**src/rtl/pe_pkg.sv**
```systemverilog
// pe_pkg: shared channel count and debounce defaults for the priority-encoder front end
package pe_pkg;
  localparam int PE_WIDTH = 8;
  localparam int DEB_STABLE_CNT_DEFAULT = 500000;
  localparam int DEB_CNT_W_DEFAULT = 19;
endpackage

```
**src/rtl/debounce_bit.sv**
```systemverilog
// debounce_bit: one-channel synchronizer and debouncer, rise pulse built under DEBOUNCE_PULSE_EN
module debounce_bit
  import pe_pkg::*;
#(
  parameter int STABLE_CNT = DEB_STABLE_CNT_DEFAULT,
  parameter int CNT_W = DEB_CNT_W_DEFAULT
) (
  input  logic clk,
  input  logic reset,
  input  logic in,
  output logic out,
  output logic rise,
  output logic busy
);
  logic s1, s2, done;
  logic [CNT_W-1:0] cnt;
  assign done = s2 != out && cnt == CNT_W'(STABLE_CNT - 1);
  assign busy = |cnt;
  // synchronize, count consecutive mismatches, and follow the input once the window is full
  always_ff @(posedge clk) begin
    if (reset) begin
      s1 <= 1'b0;
      s2 <= 1'b0;
      out <= 1'b0;
      cnt <= '0;
    end else begin
      s1 <= in;
      s2 <= s1;
      out <= done ? s2 : out;
      cnt <= (s2 == out || done) ? '0 : cnt + CNT_W'(1);
    end
  end
`ifdef DEBOUNCE_PULSE_EN
  // single-cycle pulse on the edge that moves out from 0 to 1
  always_ff @(posedge clk) begin
    rise <= !reset && done && s2;
  end
`else
  assign rise = 1'b0;
`endif
endmodule

```
**src/rtl/button_debounce8.sv**
```systemverilog
// button_debounce8: eight independent debounced button channels, rise pulses under DEBOUNCE_PULSE_EN
module button_debounce8
  import pe_pkg::*;
#(
  parameter int STABLE_CNT = DEB_STABLE_CNT_DEFAULT,
  parameter int CNT_W = DEB_CNT_W_DEFAULT
) (
  input  logic                clk,
  input  logic                reset,
  input  logic [PE_WIDTH-1:0] in,
  output logic [PE_WIDTH-1:0] out,
  output logic [PE_WIDTH-1:0] rise,
  output logic                busy
);
  logic [PE_WIDTH-1:0] bsy;
  assign busy = |bsy;
  for (genvar i = 0; i < PE_WIDTH; i++) begin : g_ch
    debounce_bit #(.STABLE_CNT(STABLE_CNT), .CNT_W(CNT_W)) u_bit (
      .clk(clk),
      .reset(reset),
      .in(in[i]),
      .out(out[i]),
      .rise(rise[i]),
      .busy(bsy[i])
    );
  end
endmodule

```
**config.mk**
```make
export PLATFORM = sky130hd
export DESIGN_NAME = button_debounce8
export DESIGN_NICKNAME = d
export VERILOG_FILES = /design/src/rtl/pe_pkg.sv /design/src/rtl/debounce_bit.sv /design/src/rtl/button_debounce8.sv
export SDC_FILE = /design/constraint.sdc
export NUM_CORES = 1
export LEC_CHECK = 0
export BUFFER_PORTS_ARGS = -buffer_cell sky130_fd_sc_hd__buf_2
export CORE_ASPECT_RATIO = 1.1
export CORE_MARGIN = 2
export CORE_UTILIZATION = 45
export DETAILED_ROUTE_END_ITERATION = 8
export PLACE_DENSITY_LB_ADDON = 0.05
export SYNTH_ARGS = -nofsm -noshare
export SYNTH_HDL_FRONTEND = slang
export SYNTH_SLANG_ARGS = --single-unit
export TNS_END_PERCENT = 50
```
**constraint.sdc**
```tcl
create_clock -name clk -period 1.85 [get_ports clk]
set_input_delay 0.37 -clock clk [delete_from_list [all_inputs] [get_ports clk]]
set_output_delay 0.37 -clock clk [all_outputs]
set_load 0.01 [all_outputs]
```
==> metrics.yaml <==
run_status:
  status: "complete, but fails checks"
  violations: "setup timing"
placement:
  post-dp-hpwl_um: 14100
  post-place-ws_ns: -0.253
  gp_congestion: 0.824
  place_inst: 1325
  placed_cell_area_mm2: 0.00956
  port_buffers: 18
clocking:
  clk_latency_ns: 0.42
  cts.path.max_buffers: 2
  clk_pin_slew_ns: 0.06
  numCtsBuffers: 17
  cts.sinks: 176
  root_buffer: "clkbuf_16"
  cts_max_level: 4
  cts_tree: "done"
grt:
  met1_usage_pct: 24.5
  grt_pass1_vias: 6917
  grt_use_met3_pct: 3.36
  grt_max_degree: 24
  gr-usage-met2_pct: 37.1
  grt_overflow: 0
  grt_pass1_wl_um: 31800
  antenna_found_initial: 0
  busiest_layer: "met2"
  grt_use_total_pct: 20.5
worst_hold_path:
  hold_class: "in -> reg"
  min_from: "in[4]"
  hold_path_end: "g_ch[4].u_bit.s1"
  holdPathStages: 2
floorplanning:
  die_h_um: 144
  die_w_um: 131
  row_count: 51
  core_area_mm2: 0.0176
  io_pins: 27
  dieArea_mm2: 0.0189
  start_util_pct: 45.6
yosys:
  synthSimpleGateAreaFrac_pct: 31.0
  synth_edf_count: 0
  synth_top_cell_area_share_pct: 43.8
  synth_common_cells: "176 x dfxtp_1, 127 x nor2_1, 58 x nand2_1, 56 x xor2_1, 53 x nand3_1"
  synthTopCellsByArea: "dfxtp_1 44%, xor2_1 6.1%, nor2_1 5.9%"
  ys_async_sr_fraction_pct: 0
  postSynthCellCount: 940
  muxShareOfSynthArea_pct: 0
  synth_adder_area_share_pct: 1.87
  yosysSeqAreaShare_pct: 43.8
  synth_top_family_by_area: "simple AND/OR/NAND/NOR gates"
  synth_cell_types: 36
  synth_xor_area_share_pct: 11.3
  syn_area_mm2: 0.00804
  synth-seq-cells: 176
  ys.flop_type: "dfxtp_1"
  synthMostInstantiatedCell: "dfxtp_1"
  yosysWarnings: 0
  avgSynthCellArea_um2: 8.55
  yosysTopAreaCell: "dfxtp_1"
  synth_compound_area_share_pct: 7.30
layout:
  final_area_mm2: 0.0104
  stdcell_count: 1362
  nets: 1136
  area_growth_pct: 29.4
  drive_above_1_share_pct: 24.3
  diodes: 0
  final_core_util_pct: 59.1
critical_path:
  arrival_ns: 2.02
  critical_path.max_stage_delay_ns: 0.33
  critPathSlowestCell: "dfxtp_2"
  crit_path_cell_trace: "nor4_2 -> buf_4 -> nand2_2 -> buf_6 -> nor4_4 -> nand4_1 -> buf_2"
  path_max_fanout: 3
  worstReg2RegEnd: "g_ch[4].u_bit.cnt[15]"
  worst-r2r-setup-slack_ns: 0.01
  r2r_cells: 7
  reg2reg_from: "g_ch[4].u_bit.cnt[0]"
  crit_type: "reg -> out"
  crit_path_start_kind: "flip-flop"
  end_kind: "primary output"
  crit_required_ns: 1.48
timing:
  setup_viol: 1
  setup_slack_ns: -0.544
  rsz0062_at_grt: "true"
  report.final.slew_viol_count: 0
  max_freq_mhz: 418
  finalHoldViolCount: 0
  min_period_over_period_pct: 129
  fin_crit_ns: 2.39
  finClkSkew_ns: 0.00805
power:
  vdd_drop_max_mv: 0.604
  p_per_area_mw_per_mm2: 712
  power.leakage_nw: 3.70
drt:
  routed_via_density: 5.25
  post_drt_wl_per_cell_um: 14.2
  ant_nets: 0
  vias: 7156
  drc: 0
  firstDrtPassIters: 4
  routed_wl_um: 19400
  drtIter0Drc: 391
flow_run:
  cap_violations: 0
area by class of cell:
type	count	area [um2]
sequential	176	3540
clock buffer	22	464
inverter	33	124
timing repair buffer	193	1530
clock inverter	7	87.6
tap	238	298
multi-input combinational	693	4360
fill	1583	7210
cells in the final DEF, fill, tap and decap left out, types with 19 or more instances in the layout:
master,instances
and4_1,23
nand2_1,57
dfxtp_1,167
clkbuf_16,19
o21ai_0,31
buf_4,163
inv_1,33
nor4_1,36
a21oi_1,47
nand3_1,51
xnor2_1,48
xor2_1,56
nor2_1,127
nand4_1,47
or3_1,26
cell families after synthesis:
logic type | after synthesis
flip-flops | 176
AO/OA/AOI/OAI | 104
other | 1
adder cells (fa/ha/maj) | 12
buffers and inverters | 78
AND/OR/NAND/NOR | 465
XOR/XNOR | 104
worst max-delay path, delay by kind of cell, from the launching register on:
family        cells  cell delay, ns
flops             1            0.33
simple gates      4            0.79
buf+inv           3            0.49
flip-flops by register name, indices dropped and copies added, names as in the netlist:
name / count
g_ch.u_bit.s2: 8
g_ch.u_bit.out: 8
g_ch.u_bit.s1: 8
g_ch.u_bit.cnt: 152
metal layers:
layer	routed length [um]	part of all wire, %
met5	0	0
met4	366	1.9
met3	456	2.4
met2	9790	50
met1	8790	45
report_power, final:
part / switching [W] / internal [W] / leakage (nW)
sequential: 0.0000118 / 0.00381 / 1.43
combinational: 0.0000836 / 0.0000683 / 2.01
clock: 0.00140 / 0.00203 / 0.271
per-stage QoR:
stage | total power (W) | TNS [ns] | hold slack [ns]
final | 0.00741 | -0.544 | 0.156
after floorplan | 0.00400 | -0.417 | 0.414
after global routing | 0.00768 | -1.01 | 0.150
after global placement | 0.00405 | -0.284 | 0.421
after detailed placement | 0.00405 | -0.740 | 0.426
after CTS | 0.00748 | -0.558 | 0.141
timing repair:
item,CTS,global route
resized for setup,17,26
setup buffers,0,5
pin swaps,1,9
gates cloned,0,3
hold buffers,0,0
endpoints found under the setup margin,24,44
worst max-delay path by stage:
stage / from / to / slack, ns / depth (start not counted)
after CTS: g_ch[6].u_bit.cnt[9] / busy / -0.56 / 6
after detailed placement: g_ch[6].u_bit.cnt[9] / busy / -0.25 / 6
after global routing: g_ch[7].u_bit.cnt[9] / busy / -0.66 / 7
after global placement: g_ch[6].u_bit.cnt[9] / busy / -0.28 / 6
after floorplan: g_ch[2].u_bit.cnt[0] / g_ch[2].u_bit.cnt[10] / -0.04 / 6
final: g_ch[2].u_bit.cnt[14] / busy / -0.54 / 7
Note: power is estimated with default switching activity, not from simulation.
